$ cat src/rtl/mnist_infer_sched.sv
// rtl/mnist_infer_sched.sv - MNIST inference scheduler: pixel load, engine kick-off, argmax result
module mnist_infer_sched #(
    parameter int DATA_WIDTH = 14,
    parameter int ADDR_WIDTH = 16,
    parameter logic [ADDR_WIDTH-1:0] ADDR_BASE_A = 16'h0000,
    parameter int N_PIXELS = 400,
    parameter int N_OUT = 10
) (
    input  logic                        clk,
    input  logic                        rst,
    input  logic                        abort,
    input  logic                        pix_valid,
    output logic                        pix_ready,
    input  logic [DATA_WIDTH-1:0]       pix_data,
    output logic                        res_valid,
    input  logic                        res_ready,
    output logic [3:0]                  res_class,
    output logic [DATA_WIDTH-1:0]       res_score,
    output logic                        busy,
    output logic [ADDR_WIDTH-1:0]       mem_addr,
    output logic                        mem_we,
    output logic [DATA_WIDTH-1:0]       mem_wdata,
    output logic                        dnn_start,
    output logic                        dnn_reset,
    input  logic                        dnn_done,
    input  logic [ADDR_WIDTH-1:0]       dnn_addr,
    input  logic [N_OUT*DATA_WIDTH-1:0] dnn_out
);

    localparam int CW = $clog2(N_PIXELS);
    localparam logic [CW-1:0] LAST_PIX = CW'(N_PIXELS - 1);
    localparam logic [3:0] LAST_IDX = 4'(N_OUT - 1);

    typedef enum logic [2:0] {
        S_IDLE, S_LOAD, S_CLR, S_START, S_RUN, S_ARG, S_RESULT
    } state_t;

    state_t state, state_nxt;

    logic [CW-1:0]                cnt;
    logic [3:0]                   idx;
    logic [3:0]                   best_idx;
    logic signed [DATA_WIDTH-1:0] best_score;
    logic signed [DATA_WIDTH-1:0] scores [N_OUT];
    logic [ADDR_WIDTH-1:0]        mem_addr_q;
    logic                         pix_hs;
    logic                         last_pix;

    assign pix_ready = (state == S_LOAD) && !abort;
    assign pix_hs    = pix_valid && pix_ready;
    assign last_pix  = pix_hs && (cnt == LAST_PIX);
    assign busy      = (state != S_IDLE);
    assign res_valid = (state == S_RESULT);
    assign res_class = best_idx;
    assign res_score = best_score;
    // The engine owns the address port only while it is running.
    assign mem_addr  = (state == S_RUN) ? dnn_addr : mem_addr_q;

    always_ff @(posedge clk or negedge rst) begin
        if (!rst) state <= S_IDLE;
        else      state <= state_nxt;
    end

    always_comb begin
        state_nxt = state;
        case (state)
            S_IDLE:   if (pix_valid) state_nxt = S_LOAD;
            S_LOAD:   if (last_pix) state_nxt = S_CLR;
            S_CLR:    state_nxt = S_START;
            S_START:  state_nxt = S_RUN;
            S_RUN:    if (dnn_done) state_nxt = S_ARG;
            S_ARG:    if (idx == LAST_IDX) state_nxt = S_RESULT;
            S_RESULT: if (res_ready) state_nxt = S_IDLE;
            default:  state_nxt = S_IDLE;
        endcase
        if (abort) state_nxt = S_IDLE;
    end

    always_ff @(posedge clk or negedge rst) begin
        if (!rst) begin
            cnt        <= '0;
            idx        <= '0;
            best_idx   <= '0;
            best_score <= '0;
            mem_addr_q <= '0;
            mem_we     <= 1'b0;
            mem_wdata  <= '0;
            dnn_start  <= 1'b0;
            dnn_reset  <= 1'b0;
            for (int i = 0; i < N_OUT; i++) scores[i] <= '0;
        end else begin
            mem_we    <= 1'b0;
            dnn_start <= 1'b0;
            dnn_reset <= 1'b0;
            if (abort) begin
                // Soft-reset the engine so a cancelled run leaves nothing behind.
                cnt       <= '0;
                dnn_reset <= 1'b1;
            end else begin
                case (state)
                    S_LOAD: begin
                        if (pix_hs) begin
                            mem_we     <= 1'b1;
                            mem_addr_q <= ADDR_BASE_A + ADDR_WIDTH'(cnt);
                            mem_wdata  <= pix_data;
                            cnt        <= last_pix ? '0 : cnt + CW'(1);
                            dnn_reset  <= last_pix;
                        end
                    end
                    S_CLR: dnn_start <= 1'b1;
                    S_RUN: begin
                        mem_addr_q <= dnn_addr;
                        if (dnn_done) begin
                            for (int i = 0; i < N_OUT; i++)
                                scores[i] <= dnn_out[i*DATA_WIDTH +: DATA_WIDTH];
                            best_idx   <= '0;
                            best_score <= dnn_out[DATA_WIDTH-1:0];
                            idx        <= 4'd1;
                        end
                    end
                    S_ARG: begin
                        // Strictly greater keeps the lowest index on ties.
                        if (scores[idx] > best_score) begin
                            best_idx   <= idx;
                            best_score <= scores[idx];
                        end
                        idx <= idx + 4'd1;
                    end
                    default: ;
                endcase
            end
        end
    end

endmodule

$ cat config.mk
export PLATFORM = sky130hd
export DESIGN_NAME = mnist_infer_sched
export DESIGN_NICKNAME = d
export VERILOG_FILES = /design/src/rtl/mnist_infer_sched.sv
export SDC_FILE = /design/constraint.sdc
export NUM_CORES = 1
export LEC_CHECK = 0
export BUFFER_PORTS_ARGS = -buffer_cell sky130_fd_sc_hd__buf_2
export CORE_ASPECT_RATIO = 2
export CORE_MARGIN = 2
export CORE_UTILIZATION = 60
export CTS_BUF_LIST = sky130_fd_sc_hd__clkbuf_4 sky130_fd_sc_hd__clkbuf_8
export CTS_CLUSTER_SIZE = 24
export DETAILED_ROUTE_END_ITERATION = 10
export PLACE_DENSITY = 0.95
export SLEW_MARGIN = 10
export SYNTH_ARGS = -nofsm -noshare
export SYNTH_HDL_FRONTEND = slang
export SYNTH_SLANG_ARGS = --single-unit
export TNS_END_PERCENT = 10
$ cat constraint.sdc
create_clock -name clk -period 6.2 [get_ports clk]
set_clock_uncertainty 0.15 [all_clocks]
set_input_delay 0.93 -clock clk [delete_from_list [all_inputs] [get_ports clk]]
set_output_delay 0.93 -clock clk [all_outputs]
set_load 0.01 [all_outputs]
Yosys cells after proc, flatten, opt, wreduce, memory -nomap -nowiden --
Cells that the tools add are included.
Word-level totals: register bits 207, input port bits 176, output and inout bits 54, logic and storage cells 92
Cells by class: add/sub/neg operators 2, magnitude comparators 2, equal/unequal tests 16, mux-type cells 33, bitwise gates (word level) 2, reductions and logical operators 17
Operator list (count):
- 14-bit binary-select mux with 4-bit select | 1
- 14-bit two-way mux | 4
- 9-bit two-way mux | 4
- 16-bit two-way mux | 2
- 16-bit case mux with 2 select lines | 1
- 14-bit case mux with 2 select lines | 1
- 3-bit case mux with 7 select lines | 1
- 3-bit two-way mux | 6
- 4-bit case mux with 2 select lines | 2
- 14-bit greater-than comparator | 1
- 4-bit two-way mux | 3
- 3-bit != test (second input constant) | 4
- 3-bit AND reduction | 4
- 9-bit by 1-bit adder with 9-bit output (second input constant) | 1
- 3-bit equality test (second input constant) | 3
- 9-bit equality test (second input constant) | 1
- 1-bit two-way mux | 8
- 2-bit nonzero test | 4
- 3-bit by 2-bit equality test with 1-bit output (second input constant) | 2
- 2-bit != test (second input constant) | 3
- 5-bit >= comparator (second input constant) | 1
- 4-bit inverter with 5-bit output | 1
- 5-bit AND reduction | 1
- 4-bit by 1-bit adder with 4-bit output (second input constant) | 1
- other kinds (10) | 12

Longest topological paths before layout --
depth after elaboration 8, mapped depth 13, mapped depth without buffers 10

Worst setup path after synthesis --
Ideal clock, no wire load.
kind reg-to-reg, start point register idx[0], end point register best_score[10] (netlist: res_score[10]), setup time 0.125 ns, data arrival time 3.390 ns, data required time 5.925 ns, setup slack 2.535 ns, cell stages (with the launch flop) 14, buffers on the path 3, clock period less this slack 3.665 ns, path through dfrtp_1 -> buf_6 -> buf_6 -> mux4_2 -> mux2i_1 -> o22ai_1 -> ha_1 -> a21oi_1 -> o21ai_0 -> a41o_1 -> or4b_4 -> o211ai_4 -> buf_12 -> mux2_4
On the way: word-level cells in the longest chain between the ends 7, elaborated cells between the ends (all ways) 9, classes of those cells order compare (1); eq/ne (1); mux (5); bitwise (1); reduce/logical (1)
RTL lines:
- from (decl) | line 41 | logic [3:0] idx;
- from (signal assigned) | line 127 | idx <= idx + 4'd1;
- 4-bit inverter with 5-bit output (implied by the code) * | line 123, 125
- 14-bit binary-select mux with 4-bit select * | line 123, 125
- 14-bit two-way mux (implied by the code) * (2 in a row) | line 123, 125
- 14-bit greater-than comparator | line 123 | if (scores[idx] > best_score) begin
- 2-bit != test (no line)
- 4-bit AND reduction (no line)
- to (signal assigned) | line 117 | best_score <= dnn_out[DATA_WIDTH-1:0];
- to (signal assigned) | line 125 | best_score <= scores[idx];
- to (decl) | line 43 | logic signed [DATA_WIDTH-1:0] best_score;
Mark *: on every way between the ends. The rest lies on a longest branch, timed or not. The select of a mux whose other input is x is not followed. A chain may end at the register's enable or synchronous reset.

Worst setup path after layout --
start point register idx[0], end point register best_score[5] (netlist: res_score[5])
The elaborated chain is that of the path after synthesis.

==> out/metrics.yaml <==
critical_path:
  cpMaxStageDelayCell: "dfrtp_2"
  worstSetupPathType: "register to register"
  reg2reg_from: "idx[0]$_DFFE_PN0P_"
  path_cells: "mux4_2 -> mux2i_1 -> o22ai_1 -> ha_1 -> nand4_1 -> nor3_1 -> a41oi_1 -> o211ai_4 -> mux2_2"
  r2r_cells: 9
  cp-end-kind: "register"
  required_ps: 6500
  arrival_ps: 5020
  cp_slowest_stage_delay_ps: 960
  r2r_end: "res_score[5]$_DFFE_PN0P_"
  cp_max_fo: 29
  worstSetupStartpointType: "register"
  reg2reg_slack_ps: 1480
timing:
  max_freq_ghz: 0.212
  final-max-slew-violation-count: 0
  min_period_ps: 4720
  finalCritPeriodShare_pct: 76.2
  setup_tns_ps: 0
  maxSlewHeadroom_pct: 39.9
  timing.final.hold_violations: 0
  tightest_slew_ps: 901
  rsz0062_at_grt: "false"
  setup_viol: 0
  fin_hold_ws_ps: 264
power:
  vdd_ir_drop_max_uv: 256
  p_per_area_mw_per_mm2: 415
  pwr-share-clk_pct: 21.7
  power_frac_comb_pct: 34.2
  p_leak_nw: 6.52
  p_int_w: 0.00308
  p_total_w: 0.00485
  switching_share_pct: 36.4
  switching_power_w: 0.00177
  power_frac_seq_pct: 44.1
floorplan:
  initial_core_util_pct: 61.3
  num_rows: 66
  die-height_um: 186
  coreArea_mm2: 0.0162
  die_w_um: 94.9
  die_area_mm2: 0.0176
  pin_count: 230
placed_design:
  post-dp-hpwl_um: 21400
  gp_congestion: 1.03
  portBuffers: 229
hold_path:
  hold_path_class: "input pin to asynchronous set/reset pin"
synth:
  syn_inst: 1062
  ys_seq_elements: 207
  synth_top_area_cell: "dfrtp_1"
  ys_warn_count: 0
  synth_edf_count: 0
  ys_seq_area_share_pct: 52.2
  yosysMostFrequentCell: "nand2_1"
  synth.cell_area_mm2: 0.00992
  yosysUniqueCellTypes: 53
  synth_area_leaders: "dfrtp_1, nand2_1, mux4_2, mux2i_1, mux2_2"
  avgSynthCellArea_um2: 9.34
  synth_top_area_share_pct: 52.2
  synth_common_cells: "nand2_1, dfrtp_1, clkbuf_1"
  ys.flop_type: "dfrtp_1"
  synth.net_count: 1255
  synthArstFlopShare_pct: 100
route:
  ant_nets: 0
  wire_per_inst_um: 19.2
  vias: 8447
  drt-pass1-iter-count: 6
  drtIter0Drc: 599
  wirelength_um: 28600
  drc: 0
  via_per_inst: 5.67
global_route:
  grt_max_degree: 85
  grt_overflow: 0
  grt_pass1_wl_um: 44300
  antenna_found_initial: 0
  grt_pass1_vias: 8697
  track_usage_pct: 33.5
clock_tree:
  htree_levels: 1
  cts_root_buffer: "clkbuf_8"
  cts.hold.buffers_added: 0
  numCtsBuffers: 27
  cts_tree: "built"
  post_cts_resize_count: 0
  clk-insertion-delay-late_ps: 560
  path_clk_slew_ps: 70
  cts_max_path_buffers: 3
  post_cts_buffers: 0
  cts.sinks: 207
job:
  cap_violations: 0
final_layout:
  synthToLayoutAreaGrowth_pct: 17.9
  fin_util_pct: 72.2
  num_antenna_cells: 0
  fin_nets: 1460
  drive_gt1_share_pct: 27.5
status:
  status: "complete, no violations"
flip-flops by register name, summed over array words and instances, names as in the netlist, 3 cells and up:
register,count
res_score,14
scores,140
mem_addr_q,16
state,3
idx,4
cnt,9
mem_wdata,14
res_class,4
worst max path at each step:
stage,start,end,slack [ps],cells after the start
6_report,idx[0]$_DFFE_PN0P_,res_score[5]$_DFFE_PN0P_,1480,9
5_1_grt,idx[0]$_DFFE_PN0P_,res_score[3]$_DFFE_PN0P_,1100,9
4_1_cts,idx[0]$_DFFE_PN0P_,res_score[3]$_DFFE_PN0P_,1440,9
3_5_place_dp,idx[0]$_DFFE_PN0P_,res_score[3]$_DFFE_PN0P_,1480,9
3_3_place_gp,idx[0]$_DFFE_PN0P_,res_score[2]$_DFFE_PN0P_,1600,9
2_1_floorplan,idx[0]$_DFFE_PN0P_,res_score[10]$_DFFE_PN0P_,2530,13
power groups by stage:
stage	Sequential, W	Combinational [W]	Clock [W]
global placement	0.00212	0.00157	0
detailed placement	0.00214	0.00163	0
finish	0.00214	0.00166	0.00105
CTS	0.00213	0.00165	0.00106
global route	0.00218	0.00182	0.00111
floorplan	0.00198	0.00119	0
worst max-delay path: cells and delay by family, from the launching register on:
kind	cells	cell delay, ps
DFF	1	960
adders and majority gates	1	430
muxes	3	1210
AOI/OAI and AO/OA	3	1170
and+or+nand+nor	2	660
cell type report:
class,count,area (µm²)
multi-input combinational,776,4400
sequential,207,5180
timing repair buffer,237,1210
inverter,18,67.6
clock inverter,4,22.5
clock buffer,45,544
fill,1182,4500
tap,204,255
per-stage QoR:
step / area, µm² / cells / setup slack [ps]
floorplan: 9920 / 1062 / 2530
global placement: 11100 / 1442 / 1600
detailed placement: 11100 / 1442 / 1480
CTS: 11700 / 1491 / 1440
global route: 11700 / 1491 / 1100
finish: 11700 / 1491 / 1480
kinds of logic after synthesis:
logic type / synth area share, %
buffers and inverters: 3.50
adder cells (fa/ha/maj): 2.15
XOR/XNOR: 0.707
flip-flops: 52.2
AND/OR/NAND/NOR: 23.6
multiplexers: 13.6
AO/OA/AOI/OAI: 4.24
layer usage:
metal | up-vias | global-route usage (%) | wire, µm
li1 | 3874 | - | -
met3 | 163 | 5.67 | 1700
met1 | 3981 | 33.1 | 8940
met5 | - | 0 | 0
met2 | 429 | 57.8 | 14900
met4 | 0 | 30.7 | 3090
cell usage in the layout (no fill, tap or decap), types with 4 or more instances in the layout:
master	instances
nor2_1	15
inv_1	16
clkbuf_8	34
mux2i_1	38
xor2_1	6
nand3_1	6
dfrtp_1	206
nand2_1	539
mux2_2	22
o21ai_0	23
ha_1	17
buf_2	228
mux2_4	6
a32o_1	4
buf_4	8
clkbuf_4	12
o22ai_1	13
a21oi_1	13
mux4_2	28
(Power assumes the default switching activity.)
